## config.mk

```make
export PLATFORM = sky130hd
export DESIGN_NAME = scan_sequencer_flat
export DESIGN_NICKNAME = d
export VERILOG_FILES = /design/src/rtl/scan_sequencer_if.sv /design/src/rtl/scan_sequencer.sv /design/src/flat_wrapper.sv
export SDC_FILE = /design/constraint.sdc
export NUM_CORES = 1
export LEC_CHECK = 0
export ABC_AREA = 1
export BUFFER_PORTS_ARGS = -buffer_cell sky130_fd_sc_hd__buf_2
export CAP_MARGIN = 20
export CORE_MARGIN = 2
export CORE_UTILIZATION = 45
export CTS_CLUSTER_DIAMETER = 50
export DETAILED_ROUTE_END_ITERATION = 8
export GPL_ROUTABILITY_DRIVEN = 0
export PLACE_DENSITY_LB_ADDON = 0.05
export SYNTH_ARGS = -nofsm -noshare
export SYNTH_HDL_FRONTEND = slang
export SYNTH_SLANG_ARGS = --single-unit
```

## constraint.sdc

```tcl
create_clock -name CLK -period 6.1 [get_ports CLK]
set_input_delay 1.22 -clock CLK [delete_from_list [all_inputs] [get_ports CLK]]
set_output_delay 1.22 -clock CLK [all_outputs]
set_load 0.05 [all_outputs]
```

## src/rtl/scan_sequencer_if.sv

```systemverilog
// ---------------------------------------------------------------------------
// scan_sequencer_if
// Bundles the control inputs and raster/status outputs of scan_sequencer.
//   slave  modport : used by scan_sequencer (inputs in, raster/status out)
//   master modport : used by whoever drives the sequencer (testbench, top)
// Signals:
//   iStart       level, begins a boundary search from IDLE
//   iEdgeDone    [0] top/bottom found, [1] left/right found
//   iVGA_Read    VGA pixel request, advances the raster in DISPLAY
//   iFrameStart  one-cycle pulse at VGA X=0,Y=0
//   iRescan      one-cycle pulse requesting a new boundary search
//   oRow/oCol    current raster position
//   oAddr        oRow*H_ACTIVE + oCol
//   oHscan/oVscan, oEnEdge, oEnRecog, oTimeout, oState  status
// ---------------------------------------------------------------------------
interface scan_sequencer_if;
    logic        iStart;
    logic [1:0]  iEdgeDone;
    logic        iVGA_Read;
    logic        iFrameStart;
    logic        iRescan;
    logic [9:0]  oRow;
    logic [9:0]  oCol;
    logic [18:0] oAddr;
    logic        oHscan;
    logic        oVscan;
    logic        oEnEdge;
    logic        oEnRecog;
    logic        oTimeout;
    logic [2:0]  oState;

    modport slave (
        input  iStart, iEdgeDone, iVGA_Read, iFrameStart, iRescan,
        output oRow, oCol, oAddr, oHscan, oVscan, oEnEdge, oEnRecog,
               oTimeout, oState
    );

    modport master (
        output iStart, iEdgeDone, iVGA_Read, iFrameStart, iRescan,
        input  oRow, oCol, oAddr, oHscan, oVscan, oEnEdge, oEnRecog,
               oTimeout, oState
    );
endinterface

```

## src/rtl/scan_sequencer.sv

```systemverilog
// ---------------------------------------------------------------------------
// scan_sequencer
// Raster address sequencer for a boundary search followed by display.
//   IDLE    : counters held at 0, waits for iStart
//   HSCAN   : row-major sweep until iEdgeDone[0]
//   VSCAN   : column-major sweep until iEdgeDone == 2'b11
//   DISPLAY : row-major advance on iVGA_Read, realigned by iFrameStart,
//             iRescan restarts the search
// Each search phase may sweep the frame at most MAX_PASSES times; the sweep
// that would complete the last allowed pass returns to IDLE with the sticky
// oTimeout flag set.
// Ports:
//   CLK  system clock (rising edge)
//   RST  asynchronous active-low reset
//   bus  scan_sequencer_if.slave (see interface file for signal list)
// ---------------------------------------------------------------------------
module scan_sequencer #(
    parameter int H_ACTIVE   = 640,
    parameter int V_ACTIVE   = 480,
    parameter int MAX_PASSES = 4
) (
    input  logic              CLK,
    input  logic              RST,
    scan_sequencer_if.slave   bus
);

    typedef enum logic [2:0] {
        IDLE    = 3'd0,
        HSCAN   = 3'd1,
        VSCAN   = 3'd2,
        DISPLAY = 3'd3
    } state_t;

    localparam int PW = $clog2(MAX_PASSES + 1);
    localparam logic [9:0]    COL_LAST  = 10'(H_ACTIVE - 1);
    localparam logic [9:0]    ROW_LAST  = 10'(V_ACTIVE - 1);
    localparam logic [PW-1:0] PASS_LAST = PW'(MAX_PASSES - 1);

    state_t        state_q, state_d;
    logic [9:0]    row_q, row_d;
    logic [9:0]    col_q, col_d;
    logic [PW-1:0] pass_q, pass_d;
    logic          timeout_q, timeout_d;

    logic col_last, row_last, frame_last, pass_expired;

    always_ff @(posedge CLK or negedge RST) begin
        if (!RST) begin
            state_q   <= IDLE;
            row_q     <= '0;
            col_q     <= '0;
            pass_q    <= '0;
            timeout_q <= 1'b0;
        end else begin
            state_q   <= state_d;
            row_q     <= row_d;
            col_q     <= col_d;
            pass_q    <= pass_d;
            timeout_q <= timeout_d;
        end
    end

    always_comb begin
        state_d   = state_q;
        row_d     = row_q;
        col_d     = col_q;
        pass_d    = pass_q;
        timeout_d = timeout_q;

        col_last     = (col_q == COL_LAST);
        row_last     = (row_q == ROW_LAST);
        frame_last   = col_last && row_last;
        // The wrap that would bring the pass count to MAX_PASSES ends the phase.
        pass_expired = frame_last && (pass_q == PASS_LAST);

        unique case (state_q)
            IDLE: begin
                row_d  = '0;
                col_d  = '0;
                pass_d = '0;
                if (bus.iStart) begin
                    state_d   = HSCAN;
                    timeout_d = 1'b0;
                end
            end

            HSCAN: begin
                // Edge found wins over a same-cycle wrap or expiry.
                if (bus.iEdgeDone[0]) begin
                    state_d = VSCAN;
                    row_d   = '0;
                    col_d   = '0;
                    pass_d  = '0;
                end else if (pass_expired) begin
                    state_d   = IDLE;
                    row_d     = '0;
                    col_d     = '0;
                    pass_d    = '0;
                    timeout_d = 1'b1;
                end else begin
                    if (col_last) begin
                        col_d = '0;
                        row_d = row_last ? '0 : row_q + 10'd1;
                    end else begin
                        col_d = col_q + 10'd1;
                    end
                    if (frame_last) begin
                        pass_d = pass_q + PW'(1);
                    end
                end
            end

            VSCAN: begin
                if (bus.iEdgeDone == 2'b11) begin
                    state_d = DISPLAY;
                    row_d   = '0;
                    col_d   = '0;
                    pass_d  = '0;
                end else if (pass_expired) begin
                    state_d   = IDLE;
                    row_d     = '0;
                    col_d     = '0;
                    pass_d    = '0;
                    timeout_d = 1'b1;
                end else begin
                    if (row_last) begin
                        row_d = '0;
                        col_d = col_last ? '0 : col_q + 10'd1;
                    end else begin
                        row_d = row_q + 10'd1;
                    end
                    if (frame_last) begin
                        pass_d = pass_q + PW'(1);
                    end
                end
            end

            DISPLAY: begin
                pass_d = '0;
                if (bus.iRescan) begin
                    state_d = HSCAN;
                    row_d   = '0;
                    col_d   = '0;
                end else if (bus.iFrameStart) begin
                    row_d = '0;
                    col_d = '0;
                end else if (bus.iVGA_Read) begin
                    if (col_last) begin
                        col_d = '0;
                        row_d = row_last ? '0 : row_q + 10'd1;
                    end else begin
                        col_d = col_q + 10'd1;
                    end
                end
            end

            default: begin
                state_d = IDLE;
                row_d   = '0;
                col_d   = '0;
                pass_d  = '0;
            end
        endcase
    end

    assign bus.oRow     = row_q;
    assign bus.oCol     = col_q;
    assign bus.oAddr    = 19'(row_q) * 19'(H_ACTIVE) + 19'(col_q);
    assign bus.oState   = state_q;
    assign bus.oHscan   = (state_q != VSCAN);
    assign bus.oVscan   = (state_q == VSCAN);
    assign bus.oEnEdge  = (state_q == HSCAN) || (state_q == VSCAN);
    assign bus.oEnRecog = (state_q == DISPLAY);
    assign bus.oTimeout = timeout_q;

endmodule
```

## src/flat_wrapper.sv

```systemverilog
// flat-port wrapper written by rule: the top's interface ports become plain ports
module scan_sequencer_flat 
#(
    parameter int H_ACTIVE   = 640,
    parameter int V_ACTIVE   = 480,
    parameter int MAX_PASSES = 4
)
  (CLK, RST, bus_iStart, bus_iEdgeDone, bus_iVGA_Read, bus_iFrameStart, bus_iRescan, bus_oRow, bus_oCol, bus_oAddr, bus_oHscan, bus_oVscan, bus_oEnEdge, bus_oEnRecog, bus_oTimeout, bus_oState);
  scan_sequencer_if bus_i ();
  input  logic CLK;
  input  logic RST;
  input wire logic [$bits(bus_i.iStart)-1:0] bus_iStart;
  input wire logic [$bits(bus_i.iEdgeDone)-1:0] bus_iEdgeDone;
  input wire logic [$bits(bus_i.iVGA_Read)-1:0] bus_iVGA_Read;
  input wire logic [$bits(bus_i.iFrameStart)-1:0] bus_iFrameStart;
  input wire logic [$bits(bus_i.iRescan)-1:0] bus_iRescan;
  output wire logic [$bits(bus_i.oRow)-1:0] bus_oRow;
  output wire logic [$bits(bus_i.oCol)-1:0] bus_oCol;
  output wire logic [$bits(bus_i.oAddr)-1:0] bus_oAddr;
  output wire logic [$bits(bus_i.oHscan)-1:0] bus_oHscan;
  output wire logic [$bits(bus_i.oVscan)-1:0] bus_oVscan;
  output wire logic [$bits(bus_i.oEnEdge)-1:0] bus_oEnEdge;
  output wire logic [$bits(bus_i.oEnRecog)-1:0] bus_oEnRecog;
  output wire logic [$bits(bus_i.oTimeout)-1:0] bus_oTimeout;
  output wire logic [$bits(bus_i.oState)-1:0] bus_oState;
  assign bus_i.iStart = bus_iStart;
  assign bus_i.iEdgeDone = bus_iEdgeDone;
  assign bus_i.iVGA_Read = bus_iVGA_Read;
  assign bus_i.iFrameStart = bus_iFrameStart;
  assign bus_i.iRescan = bus_iRescan;
  assign bus_oRow = bus_i.oRow;
  assign bus_oCol = bus_i.oCol;
  assign bus_oAddr = bus_i.oAddr;
  assign bus_oHscan = bus_i.oHscan;
  assign bus_oVscan = bus_i.oVscan;
  assign bus_oEnEdge = bus_i.oEnEdge;
  assign bus_oEnRecog = bus_i.oEnRecog;
  assign bus_oTimeout = bus_i.oTimeout;
  assign bus_oState = bus_i.oState;
  scan_sequencer #(.H_ACTIVE(H_ACTIVE), .V_ACTIVE(V_ACTIVE), .MAX_PASSES(MAX_PASSES)) u_core (.CLK(CLK), .RST(RST), .bus(bus_i));
endmodule
```

==> results.json <==
{
  "status": "completed",
  "maxCapViolCount": 0,
  "crit_fanout": 8,
  "p_int_mw": 0.255,
  "rows": 28,
  "ys_seq_area_share_pct": 25.2,
  "period_minus_slack_ns": 4.35,
  "vias": 2446,
  "io_pins": 55,
  "syn_nets": 403,
  "start_kind": "flop",
  "ys_seq_elements": 27,
  "cts_setup_buffers": 0,
  "p_comb_share_pct": 24.5,
  "p_sw_mw": 0.144,
  "grt_pass1_vias": 2286,
  "rsz0062_at_grt": "no",
  "yosysWarnings": 0,
  "route.detailed.drc": 0,
  "finalSetupViolCount": 0,
  "coreArea_um2": 5850,
  "hold_viol": 0,
  "finalWirelength_um": 5860,
  "portBuffers": 54,
  "fillCellCount": 607,
  "power.leakage_nw": 1.84,
  "finalNetCount": 455,
  "fin_hold_ws_ns": 0.516,
  "dp_hpwl_um": 4680,
  "worst_slew_pin_slew_ns": 0.646,
  "die_h_um": 81.2,
  "synthCells": 370,
  "timing.final.crit_share_pct": 71.2,
  "critPathRequiredTime_ns": 4.88,
  "slew_viol_final": 0,
  "grt_use_total_pct": 18.6,
  "swShare_pct": 36.0,
  "cts_buffers": 3,
  "via_per_inst": 4.93,
  "power_frac_seq_pct": 48.0,
  "hold_class": "flop to flop",
  "start_util_pct": 45.9,
  "power.density_nw_per_um2": 131,
  "grt_max_degree": 28,
  "numClockSinks": 27,
  "antenna_cells": 0,
  "fmax_mhz": 230,
  "regArea_um2": 676,
  "critPathKind": "flop to primary output",
  "finalPower_mw": 0.398,
  "peakVddDrop_uv": 94.4,
  "syn_area_um2": 2690,
  "drtAntennaViolNets": 0,
  "die_w_um": 81.2,
  "antenna_found_initial": 0,
  "multi_input_area_um2": 1730,
  "cts_buffer_depth": 2,
  "drtIter0Drc": 78,
  "finalSetupTns_ns": 0,
  "clk_pin_slew_ns": 0.10,
  "area.growth.synth_to_final_pct": 13.4,
  "dieArea_um2": 6600,
  "power.share.clock_pct": 27.5,
  "syn_avg_cell_area_um2": 7.26,
  "holdBufCountCts": 0,
  "cts_tree": "built",
  "htree_levels": 1,
  "drive_above_1_share_pct": 23.8,
  "skew_ns": 0.00854,
  "root_buffer": "clkbuf_8",
  "gr-total-overflow": 0,
  "ys_types": 46,
  "insertion_delay_ns": 0.28,
  "wl_per_cell_um": 11.8,
  "slew_headroom_pct": 56.9,
  "cp_data_arrival_time_ns": 3.13,
  "cts-resized-gates": 0,
  "dr.pass1.iters": 5,
  "grt_pass1_wl_um": 9850,
  "cp-end-kind": "primary output"
}
[per-stage QoR]
| stage | setup WS (ns) | cells | area, µm² | utilization [%] |
|---|---|---|---|---|
| global route | 1.52 | 496 | 3050 | 52.1 |
| CTS | 1.75 | 496 | 3050 | 52.1 |
| finish | 1.75 | 496 | 3050 | 52.1 |
| global placement | 2.14 | 492 | 3000 | 51.2 |
| detailed placement | 2.08 | 492 | 3000 | 51.2 |
| floorplan | 1.57 | 370 | 2690 | - |
[cell usage after synthesis (all sizes together)]
library cell,instances,area [µm²]
o21bai,1,7.51
nand3,30,170
o21a,2,15.0
nand2,107,479
o2111ai,1,8.76
nor2,26,144
conb,1,3.75
o221ai,1,8.76
xor2,11,96.3
inv,58,225
fa,2,40.0
and2,1,6.26
xnor2,1,8.76
and3,1,6.26
dfrtp,27,676
clkinv,1,5.00
a31oi,1,6.26
ha,23,288
a311oi,1,8.76
o211ai,1,7.51
o31ai,1,12.5
nand4,10,77.6
or2,4,25.0
o21ai,16,80.1
a21o,2,15.0
o22ai,2,12.5
nor3,9,61.3
a21oi,16,80.1
buf,7,52.6
nand3b,6,57.6
[placed cells by master, fill, tap and decap left out, types with 2 or more instances in the layout]
cell type	count
o21ai_1	9
nor2_1	19
o22ai_1	2
ha_1	23
nand3_2	4
inv_2	7
or2_2	2
nand2_4	3
buf_2	54
a21oi_1	16
fa_1	2
xor2_1	11
a21o_1	2
nand2_2	9
dfrtp_1	27
nand2_8	2
inv_1	49
or2_1	2
nand4_1	9
nand2_1	93
nand3b_1	5
nand3_1	26
o21a_1	2
nor2_2	3
o21ai_0	7
nor2_4	3
nor3_1	7
clkbuf_8	3
[power groups by stage]
stage | sequential [mW] | combinational [mW] | clock (mW)
floorplan | 0.209 | 0.0597 | 0
global placement | 0.195 | 0.0975 | 0
detailed placement | 0.195 | 0.0977 | 0
CTS | 0.191 | 0.0982 | 0.113
global route | 0.192 | 0.106 | 0.120
finish | 0.191 | 0.0977 | 0.110
[cell families after synthesis]
family | share of synthesized area [%]
other | 0.140
DFF | 25.2
and+or+nand+nor | 38.3
xor gates and xnor gates | 3.91
buffers and inverters | 10.5
AOI/OAI and AO/OA | 9.79
adders and majority gates | 12.2
[metal layers]
layer	part of all wire, %	vias to the layer above	routed length, µm	global-route usage, %
met5	0	-	0	0
met4	0.82	0	48	4.07
met3	4.1	6	242	1.89
met2	44	56	2560	31.9
met1	51	1074	3000	25.3
li1	-	1310	-	-
[layout make-up]
class                   count  share of cell area [%]
well taps                  75                    3.08
clock buffers               3                    1.36
inverters                  59                    7.56
flip-flops and latches     27                    22.2
repair buffers             54                    8.87
clock inverters             1                   0.247
multi-input cells         277                    56.7
[registers in the layout (all words and copies together), names as in the netlist]
signal,cells
u_core.bus.oCol,10
u_core.bus.oState,3
u_core.bus.oTimeout,1
u_core.bus.oRow,10
u_core.pass_q,3
[worst max-delay path: stages (launching register included)]
cell and delay (ns):
dfrtp_1 0.55, ha_1 0.30, ha_1 0.24, fa_1 0.56, nand4_1 0.12, o21ai_1 0.20
nand2_1 0.07, nor2_1 0.14, nand2_1 0.08, nor2_2 0.14, nand4_1 0.11, nand2_1 0.08
buf_2 0.25
[worst paths after layout]
check                                                  end  cells past startpoint  slack (ns)                       startpoint
setup / recovery                             bus_oAddr[18]                     12        1.75   u_core.bus.oRow[3]$_DFFE_PN0P_
hold / removal             u_core.bus.oTimeout$_DFFE_PN0P_                      1        0.52  u_core.bus.oTimeout$_DFFE_PN0P_
setup reg to reg            u_core.bus.oRow[7]$_DFFE_PN0P_                     10        4.09   u_core.bus.oRow[0]$_DFFE_PN0P_
hold reg to reg            u_core.bus.oTimeout$_DFFE_PN0P_                      1        0.52  u_core.bus.oTimeout$_DFFE_PN0P_
max in group asynchronous   u_core.bus.oRow[4]$_DFFE_PN0P_                      1        4.73                              RST
min in group asynchronous   u_core.bus.oCol[4]$_DFFE_PN0P_                      1        0.94                              RST
(Power assumes the default switching activity.)
